==> src/rtl/conc_pkg.sv <==
// Shared definitions for the concolic stimulus player and trace recorder.
// Record layout is identical to the player's opcode layout, so stimulus
// and response words can live in the same address space.
package conc_pkg;

    localparam int REC_W     = 6;
    localparam int NL_W      = 4;
    localparam int NLOSS_BIT = 5;
    localparam int NL_LSB    = 1;
    localparam int SPK_BIT   = 0;
    localparam int DEPTH_DEF = 1001;

    typedef enum logic [2:0] {
        IDLE,
        CAPTURE,
        DRAIN,
        FULL,
        DONE
    } state_e;

    // Assemble one record from the b12 outputs
    function automatic logic [REC_W-1:0] pack_rec(input logic            nloss,
                                                  input logic [NL_W-1:0] nl,
                                                  input logic            spk);
        logic [REC_W-1:0] r;
        r               = '0;
        r[NLOSS_BIT]    = nloss;
        r[NL_LSB +: NL_W] = nl;
        r[SPK_BIT]      = spk;
        return r;
    endfunction

endpackage

==> src/rtl/conc_rle_packer.sv <==
// Run-length packer for the trace recorder (built only with CONC_TRACE_RLE_EN).
// Holds the current run value and length; emit/emit_rec/emit_run are
// combinational so the recorder can register the write and bump its counter
// on the same edge. emit_run is the run length minus one.
module conc_rle_packer
    import conc_pkg::*;
#(
    parameter int RUN_W = 4
) (
    input  logic             clock,
    input  logic             reset,
    input  logic             in_vld,
    input  logic [REC_W-1:0] in_rec,
    input  logic             close,
    output logic             emit,
    output logic [REC_W-1:0] emit_rec,
    output logic [RUN_W-1:0] emit_run,
    output logic             held
);

    logic             run_vld, nxt_vld;
    logic [REC_W-1:0] run_rec, nxt_rec;
    logic [RUN_W-1:0] run_cnt, nxt_cnt, cnt_inc;

    assign cnt_inc = run_cnt + 1'b1;
    assign held    = run_vld;

    // Decide whether this edge closes a run and what the held run becomes
    always_comb begin
        emit     = 1'b0;
        emit_rec = run_rec;
        emit_run = run_cnt;
        nxt_vld  = run_vld;
        nxt_rec  = run_rec;
        nxt_cnt  = run_cnt;
        if (in_vld) begin
            if (run_vld && (in_rec != run_rec)) begin
                // Differing sample: flush the old run, start a new one.
                // A coincident close leaves the new run for the next edge.
                emit    = 1'b1;
                nxt_rec = in_rec;
                nxt_cnt = '0;
                nxt_vld = 1'b1;
            end else if (run_vld) begin
                emit_run = cnt_inc;
                if ((cnt_inc == {RUN_W{1'b1}}) || close) begin
                    emit    = 1'b1;
                    nxt_vld = 1'b0;
                end else begin
                    nxt_cnt = cnt_inc;
                end
            end else begin
                emit_rec = in_rec;
                emit_run = '0;
                if (close) begin
                    emit    = 1'b1;
                    nxt_vld = 1'b0;
                end else begin
                    nxt_vld = 1'b1;
                    nxt_rec = in_rec;
                    nxt_cnt = '0;
                end
            end
        end else if (close && run_vld) begin
            emit    = 1'b1;
            nxt_vld = 1'b0;
        end
    end

    // Run register and counter
    always_ff @(posedge clock or negedge reset) begin
        if (!reset) begin
            run_vld <= 1'b0;
            run_rec <= '0;
            run_cnt <= '0;
        end else begin
            run_vld <= nxt_vld;
            run_rec <= nxt_rec;
            run_cnt <= nxt_cnt;
        end
    end

endmodule

==> src/rtl/conc_trace_recorder.sv <==
// Concolic trace recorder: samples {nloss, nl, speaker} each enabled cycle
// and writes the records, in order, into a trace RAM write port.
// Optional macro CONC_TRACE_RLE_EN merges identical consecutive samples
// into one record carrying a repeat count on wr_run.
module conc_trace_recorder
    import conc_pkg::*;
#(
    parameter int DEPTH  = DEPTH_DEF,
    parameter int ADDR_W = $clog2(DEPTH),
    parameter int RUN_W  = 4
) (
    input  logic              clock,
    input  logic              reset,
    input  logic              enable,
    input  logic              flush,
    input  logic              nloss,
    input  logic [NL_W-1:0]   nl,
    input  logic              speaker,
    output logic              wr_en,
    output logic [ADDR_W-1:0] wr_addr,
    output logic [REC_W-1:0]  wr_data,
    output logic [RUN_W-1:0]  wr_run,
    output logic [ADDR_W:0]   count,
    output logic              full,
    output logic              done
);

    localparam logic [ADDR_W:0] LAST_CNT = (ADDR_W+1)'(DEPTH);

    state_e           state;
    logic [REC_W-1:0] smp;
    logic             room;
    logic             take;
    logic             emit;
    logic [REC_W-1:0] emit_rec;
    logic             pending;

    assign smp  = pack_rec(nloss, nl, speaker);
    // Once DEPTH records exist nothing else may be sampled or written
    assign room = (count < LAST_CNT);
    assign take = (state == CAPTURE) && enable && room;

`ifdef CONC_TRACE_RLE_EN
    logic             close;
    logic [RUN_W-1:0] emit_run;
    logic [RUN_W-1:0] run_q;

    // Close the held run on flush, and keep closing while draining
    assign close = (((state == CAPTURE) && flush) || (state == DRAIN)) && room;

    conc_rle_packer #(.RUN_W(RUN_W)) u_packer (
        .clock    (clock),
        .reset    (reset),
        .in_vld   (take),
        .in_rec   (smp),
        .close    (close),
        .emit     (emit),
        .emit_rec (emit_rec),
        .emit_run (emit_run),
        .held     (pending)
    );

    // Repeat-count field travels alongside wr_data
    always_ff @(posedge clock or negedge reset) begin
        if (!reset)
            run_q <= '0;
        else if (emit)
            run_q <= emit_run;
    end

    assign wr_run = run_q;
`else
    // One record per sample; nothing can be held back
    assign emit     = take;
    assign emit_rec = smp;
    assign pending  = 1'b0;
    assign wr_run   = '0;
`endif

    // Capture FSM plus registered write port and status outputs
    always_ff @(posedge clock or negedge reset) begin
        if (!reset) begin
            state   <= IDLE;
            wr_en   <= 1'b0;
            wr_addr <= '0;
            wr_data <= '0;
            count   <= '0;
            full    <= 1'b0;
            done    <= 1'b0;
        end else begin
            wr_en <= emit;
            if (emit) begin
                wr_addr <= count[ADDR_W-1:0];
                wr_data <= emit_rec;
                count   <= count + 1'b1;
            end
            unique case (state)
                IDLE: begin
                    if (flush) begin
                        state <= DONE;
                        done  <= 1'b1;
                    end else if (enable) begin
                        state <= CAPTURE;
                    end
                end
                CAPTURE: begin
                    if (count == LAST_CNT) begin
                        state <= FULL;
                        full  <= 1'b1;
                        done  <= 1'b1;
                    end else if (flush) begin
                        state <= DRAIN;
                    end
                end
                DRAIN: begin
                    // Full wins over a normal drain completion
                    if (count == LAST_CNT) begin
                        state <= FULL;
                        full  <= 1'b1;
                        done  <= 1'b1;
                    end else if (!pending) begin
                        state <= DONE;
                        done  <= 1'b1;
                    end
                end
                FULL, DONE: begin
                    state <= state;
                end
                default: begin
                    state <= IDLE;
                end
            endcase
        end
    end

endmodule

==> config.mk <==
export PLATFORM = sky130hd
export DESIGN_NAME = conc_trace_recorder
export DESIGN_NICKNAME = d
export VERILOG_FILES = /design/src/rtl/conc_pkg.sv /design/src/rtl/conc_rle_packer.sv /design/src/rtl/conc_trace_recorder.sv
export SDC_FILE = /design/constraint.sdc
export NUM_CORES = 1
export LEC_CHECK = 0
export BUFFER_PORTS_ARGS = -buffer_cell sky130_fd_sc_hd__clkbuf_2
export CAP_MARGIN = 20
export CORE_ASPECT_RATIO = 1.2
export CORE_MARGIN = 2
export CORE_UTILIZATION = 44
export CTS_CLUSTER_DIAMETER = 40
export DETAILED_ROUTE_END_ITERATION = 6
export GPL_ROUTABILITY_DRIVEN = 0
export GPL_TIMING_DRIVEN = 0
export PLACE_DENSITY = 0.8
export SYNTH_ARGS = -nofsm -noshare
export SYNTH_HDL_FRONTEND = slang
export SYNTH_SLANG_ARGS = --single-unit
==> constraint.sdc <==
create_clock -name clock -period 3.35 [get_ports clock]
set_input_delay 0.1675 -clock clock [delete_from_list [all_inputs] [get_ports clock]]
set_output_delay 0.1675 -clock clock [all_outputs]
set_load 0.1 [all_outputs]
==> metrics.txt, run 1 <==
# TYPE chip_impl_metric gauge
chip_impl_info{name="run_status",value="finished clean"} 1
chip_impl_metric{name="post_synthesis_cell_area",unit="um^2"} 1523
chip_impl_info{name="ys_dominant_reg_cell",value="sky130_fd_sc_hd__dfrtp_1"} 1
chip_impl_metric{name="htreeDepth",unit=""} 2
chip_impl_metric{name="num_vias",unit=""} 1042
chip_impl_metric{name="area_of_combinational_cells_with_multiple_inputs",unit="um^2"} 629.4
chip_impl_info{name="rr_startpoint",value="count[1]$_DFFE_PN0P_"} 1
chip_impl_metric{name="chipWidth",unit="um"} 57.70
chip_impl_metric{name="maxSlewViolCount",unit=""} 0
chip_impl_metric{name="vertical_extent_of_the_die",unit="um"} 68.44
chip_impl_metric{name="wl",unit="um"} 2774
chip_impl_metric{name="ys.warnings.count",unit=""} 0
chip_impl_metric{name="layout-drive-gt1-share",unit="%"} 44.91
chip_impl_metric{name="cts_buffer_depth",unit=""} 2
chip_impl_metric{name="power_density_normalized_to_cell_area",unit="nW/um^2"} 402.6
chip_impl_metric{name="hold_viol_final",unit=""} 0
chip_impl_info{name="critical-path-top-delay-family",value="compound AO/OA/AOI/OAI gates"} 1
chip_impl_info{name="critical_path.cell_chain",value="o31a_1 > o2111ai_2 > nand2_4 > buf_6 > mux2_4"} 1
chip_impl_metric{name="grt_pass1_wl",unit="um"} 4823
chip_impl_metric{name="critical_path_arrival",unit="ps"} 2070
chip_impl_metric{name="critical_path_required",unit="ps"} 3510
chip_impl_metric{name="grt_usage",unit="%"} 16.42
chip_impl_metric{name="synth.yosys.seq_area_share",unit="%"} 54.23
chip_impl_metric{name="fin_crit_sh",unit="%"} 57.02
chip_impl_metric{name="async_reset_ff_share",unit="%"} 100.0
chip_impl_metric{name="tightest_slew",unit="ps"} 783.3
chip_impl_metric{name="wl_per_cell",unit="um"} 13.60
chip_impl_metric{name="core_ar",unit="um^2"} 3338
chip_impl_info{name="critPathLaunchType",value="flop"} 1
chip_impl_metric{name="num_io_pins",unit=""} 44
chip_impl_info{name="timing.critical_path.to_type",value="flop"} 1
chip_impl_metric{name="initialDrtViolationCount",unit=""} 30
chip_impl_metric{name="dp_hpwl",unit="um"} 1968
chip_impl_metric{name="critical_path_fanout_max",unit=""} 10
chip_impl_metric{name="layout.filler_cells",unit=""} 286
chip_impl_info{name="worst_hold_path.endpoint",value="wr_data[0]$_DFFE_PN0P_"} 1
chip_impl_info{name="crit-reg2reg-capture",value="wr_addr[7]$_DFFE_PN0P_"} 1
chip_impl_metric{name="totalNegativeSetupSlack",unit="ps"} 0
chip_impl_info{name="startpoint_of_the_lowest_slack_hold_path",value="speaker"} 1
chip_impl_metric{name="postSynthCellCount",unit=""} 116
chip_impl_metric{name="timing.reg2reg.setup_slack",unit="ps"} 1440
chip_impl_metric{name="drcViolationCount",unit=""} 0
chip_impl_metric{name="timing.slew.headroom",unit="%"} 47.78
chip_impl_info{name="clock_tree_from_tritoncts",value="done"} 1
chip_impl_metric{name="rows",unit=""} 23
chip_impl_metric{name="finalNetCount",unit=""} 178
chip_impl_info{name="rsz0062_at_grt",value="no"} 1
chip_impl_info{name="setup.worst_path.class",value="reg2reg"} 1
chip_impl_metric{name="detail_route.vias_per_cell",unit=""} 5.108
chip_impl_metric{name="die_area",unit="um^2"} 3949
chip_impl_info{name="critical-path-slowest-cell",value="sky130_fd_sc_hd__dfrtp_1"} 1
chip_impl_metric{name="numPortBuffers",unit=""} 39
chip_impl_metric{name="finalCriticalPeriod",unit="ps"} 1910
chip_impl_metric{name="path_buf_inv",unit=""} 1
chip_impl_metric{name="maxCapViolCount",unit=""} 0
chip_impl_metric{name="synth.lib_cells_used.distinct",unit=""} 34
chip_impl_info{name="cts.root.buffer_cell",value="sky130_fd_sc_hd__clkbuf_8"} 1
chip_impl_metric{name="syn_area_per_cell",unit="um^2"} 13.13
chip_impl_metric{name="drt-pass1-iter-count",unit=""} 3
chip_impl_metric{name="grt_antenna_before_repair",unit=""} 0
chip_impl_metric{name="ys_ff_latch",unit=""} 33
chip_impl_metric{name="cts_setup_buffers",unit=""} 0
chip_impl_metric{name="globalRoute.totalOverflow",unit=""} 0
chip_impl_metric{name="min_delay_path_depth",unit=""} 2
chip_impl_metric{name="total_power",unit="W"} 0.0007597
chip_impl_metric{name="finClkSkew",unit="ps"} 4.874
chip_impl_metric{name="synth_enable_flop_cells",unit=""} 0
chip_impl_metric{name="leakagePower",unit="nW"} 1.039
chip_impl_metric{name="final_antenna_net_count",unit=""} 0
chip_impl_metric{name="worst-r2r-cell-count",unit=""} 5
chip_impl_metric{name="clk_pin_slew_worst_paths",unit="ps"} 60
chip_impl_metric{name="cpPeakStageDelay",unit="ps"} 460
chip_impl_metric{name="clock_latency",unit="ps"} 280
chip_impl_info{name="min_path_type",value="in2reg"} 1
chip_impl_metric{name="cts_made_buffers",unit=""} 5
chip_impl_metric{name="max_freq",unit="MHz"} 523.5
chip_impl_metric{name="maximum_number_of_pins_on_one_net_before_global_route_repair",unit=""} 34
chip_impl_metric{name="area.sequential",unit="um^2"} 825.8
chip_impl_metric{name="power.ir.vdd_worst",unit="mV"} 0.2901
chip_impl_metric{name="endpoints_failing_setup",unit=""} 0
chip_impl_metric{name="first_global_vias",unit=""} 1106
chip_impl_metric{name="areaGrowthSynthToFinish",unit="%"} 23.91
chip_impl_metric{name="antennaDiodeCount",unit=""} 0
chip_impl_metric{name="cts_num_sinks",unit=""} 33
chip_impl_metric{name="start_util",unit="%"} 45.61
==> how the worst max path moves through the flow <==
stage	slack (ps)	startpoint	to	depth (start not counted)
floorplan	1010	count[7]$_DFFE_PN0P_	wr_addr[5]$_DFFE_PN0P_	5
global placement	1500	count[1]$_DFFE_PN0P_	wr_data[5]$_DFFE_PN0P_	5
detailed placement	1440	count[1]$_DFFE_PN0P_	wr_addr[7]$_DFFE_PN0P_	5
CTS	1420	count[1]$_DFFE_PN0P_	wr_addr[7]$_DFFE_PN0P_	5
global route	1340	count[0]$_DFFE_PN0P_	wr_addr[7]$_DFFE_PN0P_	5
finish	1440	count[1]$_DFFE_PN0P_	wr_addr[7]$_DFFE_PN0P_	5
==> worst register-to-register path: stages, from the launching register on <==
cell and delay [ps]:
sky130_fd_sc_hd__dfrtp_1 460, sky130_fd_sc_hd__o31a_1 340, sky130_fd_sc_hd__o2111ai_2 340, sky130_fd_sc_hd__nand2_4 170, sky130_fd_sc_hd__buf_6 200, sky130_fd_sc_hd__mux2_4 300
==> through the flow <==
step,std cells,setup WS [ps],hold slack (ps),utilization [%],area [um^2]
floorplan,119,1006,-128.1,-,1534
global placement,195,1503,276.5,53.19,1775
detailed placement,195,1444,292.7,53.19,1775
CTS,204,1424,110.9,56.52,1887
global route,204,1339,114.2,56.52,1887
finish,204,1440,117.7,56.52,1887
==> layout make-up <==
| cell class | count | area share (%) |
|---|---|---|
| buffer | 7 | 2.785 |
| clock inverter | 1 | 0.2653 |
| inverter | 7 | 1.393 |
| clock buffer | 7 | 5.106 |
| timing repair buffer | 40 | 10.88 |
| sequential | 33 | 43.77 |
| tap | 37 | 2.454 |
| multi-input combinational | 72 | 33.36 |
==> cell families after synthesis <==
logic type	share of synthesized area [%]
AO/OA/AOI/OAI	5.505
XOR/XNOR	4.602
adder cells (fa/ha/maj)	1.643
buffers and inverters	5.177
flip-flops	54.23
multiplexers	15.53
other	0.2463
AND/OR/NAND/NOR	13.07
==> timing repair <==
item / 4_1_cts / 5_1_grt
hold buffers: 1 / 0
gates resized for setup: 0 / 0
setup endpoints to repair: 0 / 0
endpoints found under the hold margin: 29 / 0
==> placed cells by master (no fill, tap or decap), types with 3 or more instances in the layout <==
| cell | netlist | layout |
|---|---|---|
| sky130_fd_sc_hd__inv_1 | 7 | 7 |
| sky130_fd_sc_hd__buf_4 | 5 | 5 |
| sky130_fd_sc_hd__nor2_1 | 5 | 5 |
| sky130_fd_sc_hd__clkbuf_2 | 0 | 39 |
| sky130_fd_sc_hd__mux2i_1 | 3 | 3 |
| sky130_fd_sc_hd__clkbuf_8 | 0 | 7 |
| sky130_fd_sc_hd__conb_1 | 1 | 4 |
| sky130_fd_sc_hd__mux2_2 | 9 | 9 |
| sky130_fd_sc_hd__dfrtp_1 | 33 | 33 |
| sky130_fd_sc_hd__mux2_4 | 7 | 7 |
| sky130_fd_sc_hd__xnor2_1 | 8 | 8 |
| sky130_fd_sc_hd__nand3_1 | 6 | 6 |
| sky130_fd_sc_hd__and3_1 | 3 | 3 |
==> cells in the mapped netlist (2+ instances only) <==
| cell type | instances | share of area, % |
|---|---|---|
| sky130_fd_sc_hd__a211oi_1 | 2 | 0.99 |
| sky130_fd_sc_hd__a21oi_1 | 2 | 0.66 |
| sky130_fd_sc_hd__and3_1 | 3 | 1.2 |
| sky130_fd_sc_hd__buf_4 | 5 | 2.5 |
| sky130_fd_sc_hd__dfrtp_1 | 33 | 54 |
| sky130_fd_sc_hd__ha_1 | 2 | 1.6 |
| sky130_fd_sc_hd__inv_1 | 7 | 1.7 |
| sky130_fd_sc_hd__mux2_2 | 9 | 6.7 |
| sky130_fd_sc_hd__mux2_4 | 7 | 6.9 |
| sky130_fd_sc_hd__mux2i_1 | 3 | 2.0 |
| sky130_fd_sc_hd__nand2_1 | 2 | 0.49 |
| sky130_fd_sc_hd__nand3_1 | 6 | 2.0 |
| sky130_fd_sc_hd__nand4_1 | 2 | 0.82 |
| sky130_fd_sc_hd__nor2_1 | 5 | 1.2 |
| sky130_fd_sc_hd__o21ai_0 | 2 | 0.66 |
| sky130_fd_sc_hd__xnor2_1 | 8 | 4.6 |
==> registers in the layout, summed over array words and instances (netlist names) <==
name	flops
state	3
done	1
wr_en	1
wr_data	6
full	1
count	11
wr_addr	10
==> report_power, final <==
group	internal (W)	switching, W	leakage (nW)	total, W
sequential	0.000399	0.000000268	0.440	0.000399
clock	0.000185	0.000132	0.0542	0.000317
combinational	0.00000940	0.0000338	0.545	0.0000432
==> layer usage <==
metal  vias to the layer above  GRT usage (%)  part of all wire, %
met5                         -              0                    0
met2                        36          27.98                   51
met3                         6          5.860                  6.2
met1                       510          18.30                   42
li1                        490              -                    -
met4                         0          7.849                  1.4
Note: power is estimated with default switching activity, not from simulation.
==> run 2, diff against run 1 <==
==> constraint.sdc (replaced) <==
create_clock -name clock -period 1.8 [get_ports clock]
set_input_delay 0.09 -clock clock [delete_from_list [all_inputs] [get_ports clock]]
set_output_delay 0.09 -clock clock [all_outputs]
set_load 0.1 [all_outputs]
==> run 2 against run 1 <==
- non-clock buffer count rose by 5
- wire length rose by 13%
- largest cell class unchanged
- via count increased by 6.3%
- first-iteration DRC count fell by 30%
- final cell count is 2.5% higher
- clock power increased by 64%
- highest routed layer unchanged
- clock-buffer cell count down 1
- fmax is 9.6% higher
- clock skew is 3.2 ps higher
- utilization rose by 2.0 points
- global-route usage is 0.28 points higher
- combinational power increased by 87%
==> metrics.txt, run 2 (synthesis gave the netlist of run 1 again) <==
# TYPE chip_impl_metric gauge
chip_impl_metric{name="fin_hold_ws",unit="ps"} 33.76
chip_impl_metric{name="cts_num_sinks",unit=""} 33
chip_impl_metric{name="layout_setup_ws",unit="ps"} 56.27
chip_impl_info{name="worst_hold_path.endpoint",value="wr_data[4]$_DFFE_PN0P_"} 1
chip_impl_metric{name="cts_made_buffers",unit=""} 5
chip_impl_metric{name="totalNegativeSetupSlack",unit="ps"} 0
chip_impl_metric{name="clock_latency",unit="ps"} 280
chip_impl_metric{name="largest_register_ff_count",unit=""} 11
chip_impl_info{name="startpoint_of_the_lowest_slack_hold_path",value="nl[3]"} 1
chip_impl_metric{name="endpoints_failing_setup",unit=""} 0
chip_impl_info{name="crit-reg2reg-capture",value="wr_addr[6]$_DFFE_PN0P_"} 1
chip_impl_info{name="timing.critical_path.to_type",value="flop"} 1
chip_impl_metric{name="power_density_normalized_to_cell_area",unit="nW/um^2"} 687.7
chip_impl_metric{name="core_ar",unit="um^2"} 3338
chip_impl_metric{name="globalRoute.totalOverflow",unit=""} 0
chip_impl_metric{name="vertical_extent_of_the_die",unit="um"} 68.44
chip_impl_metric{name="grt_antenna_before_repair",unit=""} 0
chip_impl_info{name="clock_tree_from_tritoncts",value="done"} 1
chip_impl_metric{name="critical_path_arrival",unit="ps"} 1910
chip_impl_metric{name="final_antenna_net_count",unit=""} 0
chip_impl_metric{name="fin_crit_sh",unit="%"} 96.87
chip_impl_metric{name="wl_met3",unit="um"} 208
chip_impl_metric{name="placed_area",unit="um^2"} 1818
chip_impl_metric{name="drcViolationCount",unit=""} 0
chip_impl_metric{name="initialDrtViolationCount",unit=""} 21
chip_impl_info{name="critical_path.cell_chain",value="o31a_1 > o2111ai_4 > nand2_4 > buf_6 > mux2_4"} 1
chip_impl_metric{name="finalNetCount",unit=""} 183
chip_impl_metric{name="wl",unit="um"} 3127
chip_impl_metric{name="instances_no_fill",unit=""} 209
chip_impl_metric{name="min_delay_path_depth",unit=""} 2
chip_impl_metric{name="critical_path_fanout_max",unit=""} 10
chip_impl_metric{name="chipWidth",unit="um"} 57.70
chip_impl_info{name="mostFrequentLayoutCell",value="sky130_fd_sc_hd__clkbuf_2"} 1
chip_impl_metric{name="htreeDepth",unit=""} 2
chip_impl_info{name="rr_startpoint",value="count[1]$_DFFE_PN0P_"} 1
chip_impl_metric{name="pre_cts_ws",unit="ps"} -102.1
chip_impl_info{name="critical-path-top-delay-family",value="compound AO/OA/AOI/OAI gates"} 1
chip_impl_metric{name="post_route_design_area",unit="um^2"} 1953
chip_impl_metric{name="dp_hpwl",unit="um"} 2206
chip_impl_metric{name="clk_pin_slew_worst_paths",unit="ps"} 70
chip_impl_metric{name="max_freq",unit="MHz"} 573.5
chip_impl_metric{name="finalCriticalPeriod",unit="ps"} 1744
chip_impl_metric{name="antennaDiodeCount",unit=""} 0
chip_impl_metric{name="first_global_vias",unit=""} 1043
chip_impl_metric{name="grt_usage",unit="%"} 16.71
chip_impl_metric{name="path_buf_inv",unit=""} 1
chip_impl_metric{name="rows",unit=""} 23
chip_impl_info{name="register_ranked_first_by_flip_flop_count",value="count"} 1
chip_impl_info{name="run_status",value="finished clean"} 1
chip_impl_metric{name="num_io_pins",unit=""} 44
chip_impl_metric{name="leakagePower",unit="nW"} 1.037
chip_impl_info{name="critPathLaunchType",value="flop"} 1
chip_impl_metric{name="die_area",unit="um^2"} 3949
chip_impl_metric{name="wl_met1",unit="um"} 1149
chip_impl_metric{name="areaGrowthSynthToFinish",unit="%"} 28.27
chip_impl_metric{name="maxSlewViolCount",unit=""} 0
chip_impl_metric{name="critical_path_required",unit="ps"} 1960
chip_impl_metric{name="cpPeakStageDelay",unit="ps"} 510
chip_impl_metric{name="worst-r2r-cell-count",unit=""} 5
chip_impl_info{name="rsz0062_at_grt",value="no"} 1
chip_impl_metric{name="finClkSkew",unit="ps"} 8.049
chip_impl_metric{name="wl_met2",unit="um"} 1724
chip_impl_metric{name="timing.slew.headroom",unit="%"} 47.23
chip_impl_metric{name="tightest_slew",unit="ps"} 791.6
chip_impl_metric{name="numPortBuffers",unit=""} 39
chip_impl_metric{name="placed_cells_incl_taps",unit=""} 195
chip_impl_metric{name="layout.filler_cells",unit=""} 273
chip_impl_metric{name="layout-drive-gt1-share",unit="%"} 53.49
chip_impl_metric{name="grt_pass1_wl",unit="um"} 4830
chip_impl_metric{name="maximum_number_of_pins_on_one_net_before_global_route_repair",unit=""} 34
chip_impl_info{name="critical-path-slowest-cell",value="sky130_fd_sc_hd__dfrtp_4"} 1
chip_impl_info{name="setup.worst_path.class",value="reg2reg"} 1
chip_impl_metric{name="detail_route.vias_per_cell",unit=""} 5.301
chip_impl_info{name="min_path_type",value="in2reg"} 1
chip_impl_metric{name="hold_viol_final",unit=""} 0
chip_impl_info{name="cts.root.buffer_cell",value="sky130_fd_sc_hd__clkbuf_8"} 1
chip_impl_metric{name="timing.reg2reg.setup_slack",unit="ps"} 60
chip_impl_metric{name="power.ir.vdd_worst",unit="mV"} 0.5697
chip_impl_metric{name="start_util",unit="%"} 45.61
chip_impl_metric{name="cts_buffer_depth",unit=""} 2
chip_impl_info{name="regs_by_ff_count",value="count (11), wr_addr (10), wr_data (6)"} 1
chip_impl_metric{name="wl_per_cell",unit="um"} 14.96
chip_impl_metric{name="maxCapViolCount",unit=""} 0
chip_impl_metric{name="num_vias",unit=""} 1108
chip_impl_metric{name="drt-pass1-iter-count",unit=""} 4
chip_impl_info{name="routed.top_layer",value="met4"} 1
chip_impl_info{name="final_cell_mix",value="39 x sky130_fd_sc_hd__clkbuf_2, 22 x sky130_fd_sc_hd__dfrtp_1, 10 x sky130_fd_sc_hd__buf_4"} 1
## run 2: timing repair
item,in CTS,in global routing
hold buffers,1,0
setup endpoints to repair,7,17
pin swaps,2,2
endpoints found under the hold margin,33,0
gates cloned,0,0
buffers inserted,3,2
resized for setup,0,1
## run 2: routing by layer
metal | vias up | track usage, %
met1 | 559 | 19.15
met3 | 5 | 5.860
met4 | 0 | 6.105
li1 | 505 | -
met2 | 39 | 28.84
met5 | - | 0
## run 2: report_power, final
part / internal (W) / switching (W)
combinational: 0.0000175 / 0.0000631
clock: 0.000267 / 0.000253
sequential: 0.000742 / 0.000000473
total: 0.00103 / 0.000316
## run 2: worst max path at each step
stage	start	end	cells after the start
after floorplan	count[1]$_DFFE_PN0P_	wr_addr[4]$_DFFE_PN0P_	5
after global placement	count[1]$_DFFE_PN0P_	wr_data[5]$_DFFE_PN0P_	5
after detailed placement	count[1]$_DFFE_PN0P_	wr_addr[5]$_DFFE_PN0P_	5
after CTS	count[1]$_DFFE_PN0P_	wr_addr[6]$_DFFE_PN0P_	5
after global routing	count[1]$_DFFE_PN0P_	wr_addr[6]$_DFFE_PN0P_	5
final	count[1]$_DFFE_PN0P_	wr_addr[6]$_DFFE_PN0P_	5
## run 2: metrics by stage
step,power [W],util (%)
after floorplan,0.0008108,-
after global placement,0.0008346,54.46
after detailed placement,0.0008363,54.46
after CTS,0.001357,57.91
after global routing,0.001395,58.51
final,0.001343,58.51
## run 2: layout make-up
cell class                 count  area (um^2)  area share [%]
buffer                         7        52.55           2.691
clock buffer                   6        72.57           3.716
clock inverter                 2        10.01          0.5125
inverter                       7        26.28           1.345
multi-input combinational     72        648.1           33.18
sequential                    33        854.6           43.75
tap                           37        46.29           2.370
timing repair buffer          45        242.7           12.43
==> run 3, diff against run 2 <==
--- a/config.mk
+++ b/config.mk
@@ -7,14 +7,16 @@
 export LEC_CHECK = 0
 export BUFFER_PORTS_ARGS = -buffer_cell sky130_fd_sc_hd__clkbuf_2
 export CAP_MARGIN = 20
+export CELL_PAD_IN_SITES_DETAIL_PLACEMENT = 1
+export CELL_PAD_IN_SITES_GLOBAL_PLACEMENT = 1
 export CORE_ASPECT_RATIO = 1.2
 export CORE_MARGIN = 2
-export CORE_UTILIZATION = 44
+export CORE_UTILIZATION = 40
 export CTS_CLUSTER_DIAMETER = 40
 export DETAILED_ROUTE_END_ITERATION = 6
 export GPL_ROUTABILITY_DRIVEN = 0
 export GPL_TIMING_DRIVEN = 0
-export PLACE_DENSITY = 0.8
+export PLACE_DENSITY = 0.89
 export SYNTH_ARGS = -nofsm -noshare
 export SYNTH_HDL_FRONTEND = slang
 export SYNTH_SLANG_ARGS = --single-unit
==> run 3 against run 2 <==
- clock-buffer cell count unchanged
- die area is 9.4% higher
- worst setup slack hardly changed
- register-to-register slack is essentially flat
- hold slack gained 8.4 ps
- flip-flop and latch count stayed put
- critical endpoint is now wr_data[5]$_DFFE_PN0P_
- largest cell class unchanged
==> metrics.txt, run 3 (synthesis gave the netlist of run 1 again) <==
# TYPE chip_impl_metric gauge
chip_impl_info{name="run_status",value="finished clean"} 1
chip_impl_metric{name="finalCriticalPeriod",unit="ps"} 1743
chip_impl_metric{name="clk_pin_slew_worst_paths",unit="ps"} 60
chip_impl_metric{name="wl_per_cell",unit="um"} 14.95
chip_impl_metric{name="drt-pass1-iter-count",unit=""} 3
chip_impl_metric{name="numPortBuffers",unit=""} 39
chip_impl_info{name="clock_tree_from_tritoncts",value="done"} 1
chip_impl_metric{name="first_global_vias",unit=""} 1192
chip_impl_metric{name="dp_hpwl",unit="um"} 2451
chip_impl_metric{name="placed_cells_incl_taps",unit=""} 210
chip_impl_metric{name="critical_path_fanout_max",unit=""} 10
chip_impl_metric{name="critical_path_arrival",unit="ps"} 1900
chip_impl_metric{name="maxSlewViolCount",unit=""} 0
chip_impl_metric{name="num_vias",unit=""} 1097
chip_impl_metric{name="max_freq",unit="MHz"} 573.6
chip_impl_metric{name="core_ar",unit="um^2"} 3633
chip_impl_info{name="mostFrequentLayoutCell",value="sky130_fd_sc_hd__clkbuf_2"} 1
chip_impl_metric{name="vertical_extent_of_the_die",unit="um"} 71.59
chip_impl_info{name="crit-reg2reg-capture",value="wr_data[5]$_DFFE_PN0P_"} 1
chip_impl_info{name="startpoint_of_the_lowest_slack_hold_path",value="nl[2]"} 1
chip_impl_metric{name="worst-r2r-cell-count",unit=""} 5
chip_impl_metric{name="endpoints_failing_setup",unit=""} 0
chip_impl_metric{name="placed_area",unit="um^2"} 1837
chip_impl_metric{name="htreeDepth",unit=""} 2
chip_impl_metric{name="wl",unit="um"} 3333
chip_impl_metric{name="cts_num_sinks",unit=""} 33
chip_impl_metric{name="finClkSkew",unit="ps"} 6.672
chip_impl_info{name="critical_path.cell_chain",value="o31a_1 > o2111ai_4 > nand2_4 > buf_6 > mux2_4"} 1
chip_impl_info{name="regs_by_ff_count",value="count (11), wr_addr (10), wr_data (6)"} 1
chip_impl_metric{name="instances_no_fill",unit=""} 223
chip_impl_metric{name="chipWidth",unit="um"} 60.33
chip_impl_metric{name="area_of_combinational_cells_with_multiple_inputs",unit="um^2"} 643.1
chip_impl_metric{name="pre_cts_ws",unit="ps"} -96.02
chip_impl_metric{name="final_antenna_net_count",unit=""} 0
chip_impl_metric{name="layout_setup_ws",unit="ps"} 56.59
chip_impl_info{name="critical-path-slowest-cell",value="sky130_fd_sc_hd__dfrtp_4"} 1
chip_impl_metric{name="clock_latency",unit="ps"} 280
chip_impl_metric{name="min_delay_path_depth",unit=""} 2
chip_impl_metric{name="post_route_design_area",unit="um^2"} 1959
chip_impl_metric{name="tightest_slew",unit="ps"} 809.8
chip_impl_metric{name="areaGrowthSynthToFinish",unit="%"} 28.68
chip_impl_metric{name="timing.slew.headroom",unit="%"} 46.01
chip_impl_metric{name="maximum_number_of_pins_on_one_net_before_global_route_repair",unit=""} 34
chip_impl_metric{name="finalNetCount",unit=""} 182
chip_impl_metric{name="largest_register_ff_count",unit=""} 11
chip_impl_metric{name="fin_crit_sh",unit="%"} 96.86
chip_impl_metric{name="area.sequential",unit="um^2"} 854.6
chip_impl_metric{name="cpPeakStageDelay",unit="ps"} 520
chip_impl_info{name="rr_startpoint",value="count[2]$_DFFE_PN0P_"} 1
chip_impl_info{name="worst_hold_path.endpoint",value="wr_data[3]$_DFFE_PN0P_"} 1
chip_impl_metric{name="initialDrtViolationCount",unit=""} 45
chip_impl_metric{name="layout.filler_cells",unit=""} 405
chip_impl_metric{name="detail_route.vias_per_cell",unit=""} 4.919
chip_impl_metric{name="grt_usage",unit="%"} 17.50
chip_impl_metric{name="grt_antenna_before_repair",unit=""} 0
chip_impl_metric{name="timing.reg2reg.setup_slack",unit="ps"} 60
chip_impl_metric{name="grt_pass1_wl",unit="um"} 5644
chip_impl_metric{name="hold_viol_final",unit=""} 0
chip_impl_metric{name="num_io_pins",unit=""} 44
chip_impl_info{name="setup.worst_path.class",value="reg2reg"} 1
chip_impl_metric{name="power_density_normalized_to_cell_area",unit="nW/um^2"} 686.4
chip_impl_info{name="timing.critical_path.to_type",value="flop"} 1
chip_impl_metric{name="die_area",unit="um^2"} 4319
chip_impl_metric{name="cts_buffer_depth",unit=""} 2
chip_impl_info{name="final_cell_mix",value="39 x sky130_fd_sc_hd__clkbuf_2, 22 x sky130_fd_sc_hd__dfrtp_1, 9 x sky130_fd_sc_hd__buf_4, 9 x sky130_fd_sc_hd__mux2_2, 8 x sky130_fd_sc_hd__xnor2_1"} 1
chip_impl_metric{name="leakagePower",unit="nW"} 1.030
chip_impl_metric{name="maxCapViolCount",unit=""} 0
chip_impl_metric{name="cts_made_buffers",unit=""} 5
chip_impl_metric{name="start_util",unit="%"} 41.91
chip_impl_info{name="register_ranked_first_by_flip_flop_count",value="count"} 1
chip_impl_metric{name="critical_path_required",unit="ps"} 1960
chip_impl_metric{name="layout-drive-gt1-share",unit="%"} 52.63
chip_impl_info{name="rsz0062_at_grt",value="no"} 1
chip_impl_metric{name="rows",unit=""} 24
chip_impl_metric{name="globalRoute.totalOverflow",unit=""} 0
chip_impl_info{name="cts.root.buffer_cell",value="sky130_fd_sc_hd__clkbuf_8"} 1
chip_impl_metric{name="antennaDiodeCount",unit=""} 0
chip_impl_metric{name="drcViolationCount",unit=""} 0
chip_impl_metric{name="power.ir.vdd_worst",unit="mV"} 0.4039
chip_impl_info{name="critPathLaunchType",value="flop"} 1
chip_impl_info{name="min_path_type",value="in2reg"} 1
## run 3: cell types whose count changed in the layout (fill, tap and decap cells not counted), sizes merged
cell	before	now
buf	11	10
## run 3: area by class of cell
type	instances	area share [%]
clock inverter	2	0.5109
inverter	7	1.341
clock buffer	6	3.704
tap	52	3.321
multi-input combinational	72	32.82
sequential	33	43.61
timing repair buffer	44	12.01
buffer	7	2.682
## run 3: metrics by stage
stage          util (%)  power [W]  setup TNS (ps)  hold WS, ps
2_1_floorplan         -  0.0008108          -997.7       -205.6
3_3_place_gp      50.55  0.0008352          -445.3        201.7
3_5_place_dp      50.55  0.0008374          -613.5        222.7
4_1_cts           53.72   0.001366               0        34.07
5_1_grt           53.93   0.001391               0        36.41
6_report          53.93   0.001345               0        42.16
## run 3: layer usage
metal	global-route usage (%)	up-vias	wire length (um)
li1	-	501	-
met3	5.415	8	169
met1	20.21	556	1269
met5	0	-	0
met2	30.07	32	1824
met4	5.926	0	69
## run 3: power breakdown
| part | total, W | internal (W) | switching (W) |
|---|---|---|---|
| clock | 0.000521 | 0.000267 | 0.000254 |
| sequential | 0.000742 | 0.000742 | 0.000000504 |
| combinational | 0.0000813 | 0.0000175 | 0.0000637 |
## run 3: how the worst max path moves through the flow
stage / slack, ps / start / end
6_report: 60 / count[2]$_DFFE_PN0P_ / wr_data[5]$_DFFE_PN0P_
2_1_floorplan: -140 / count[1]$_DFFE_PN0P_ / wr_addr[4]$_DFFE_PN0P_
5_1_grt: 4 / count[2]$_DFFE_PN0P_ / wr_data[5]$_DFFE_PN0P_
3_3_place_gp: -70 / count[1]$_DFFE_PN0P_ / wr_addr[5]$_DFFE_PN0P_
3_5_place_dp: -100 / count[1]$_DFFE_PN0P_ / wr_addr[6]$_DFFE_PN0P_
4_1_cts: 30 / count[1]$_DFFE_PN0P_ / wr_data[5]$_DFFE_PN0P_
## run 3: worst max-delay path: cells and delay by family, from the launching register on
kind / cells / cell delay (ps)
AND/OR/NAND/NOR: 1 / 90
multiplexers: 1 / 300
AO/OA/AOI/OAI: 2 / 550
flip-flops: 1 / 520
buffers and inverters: 1 / 170
## run 3: repair_timing
item	CTS	global route
hold buffers	1	0
hold endpoints to repair	33	0
gates resized for setup	0	0
buffers inserted	3	1
pin swaps	2	1
setup endpoints to repair	7	11
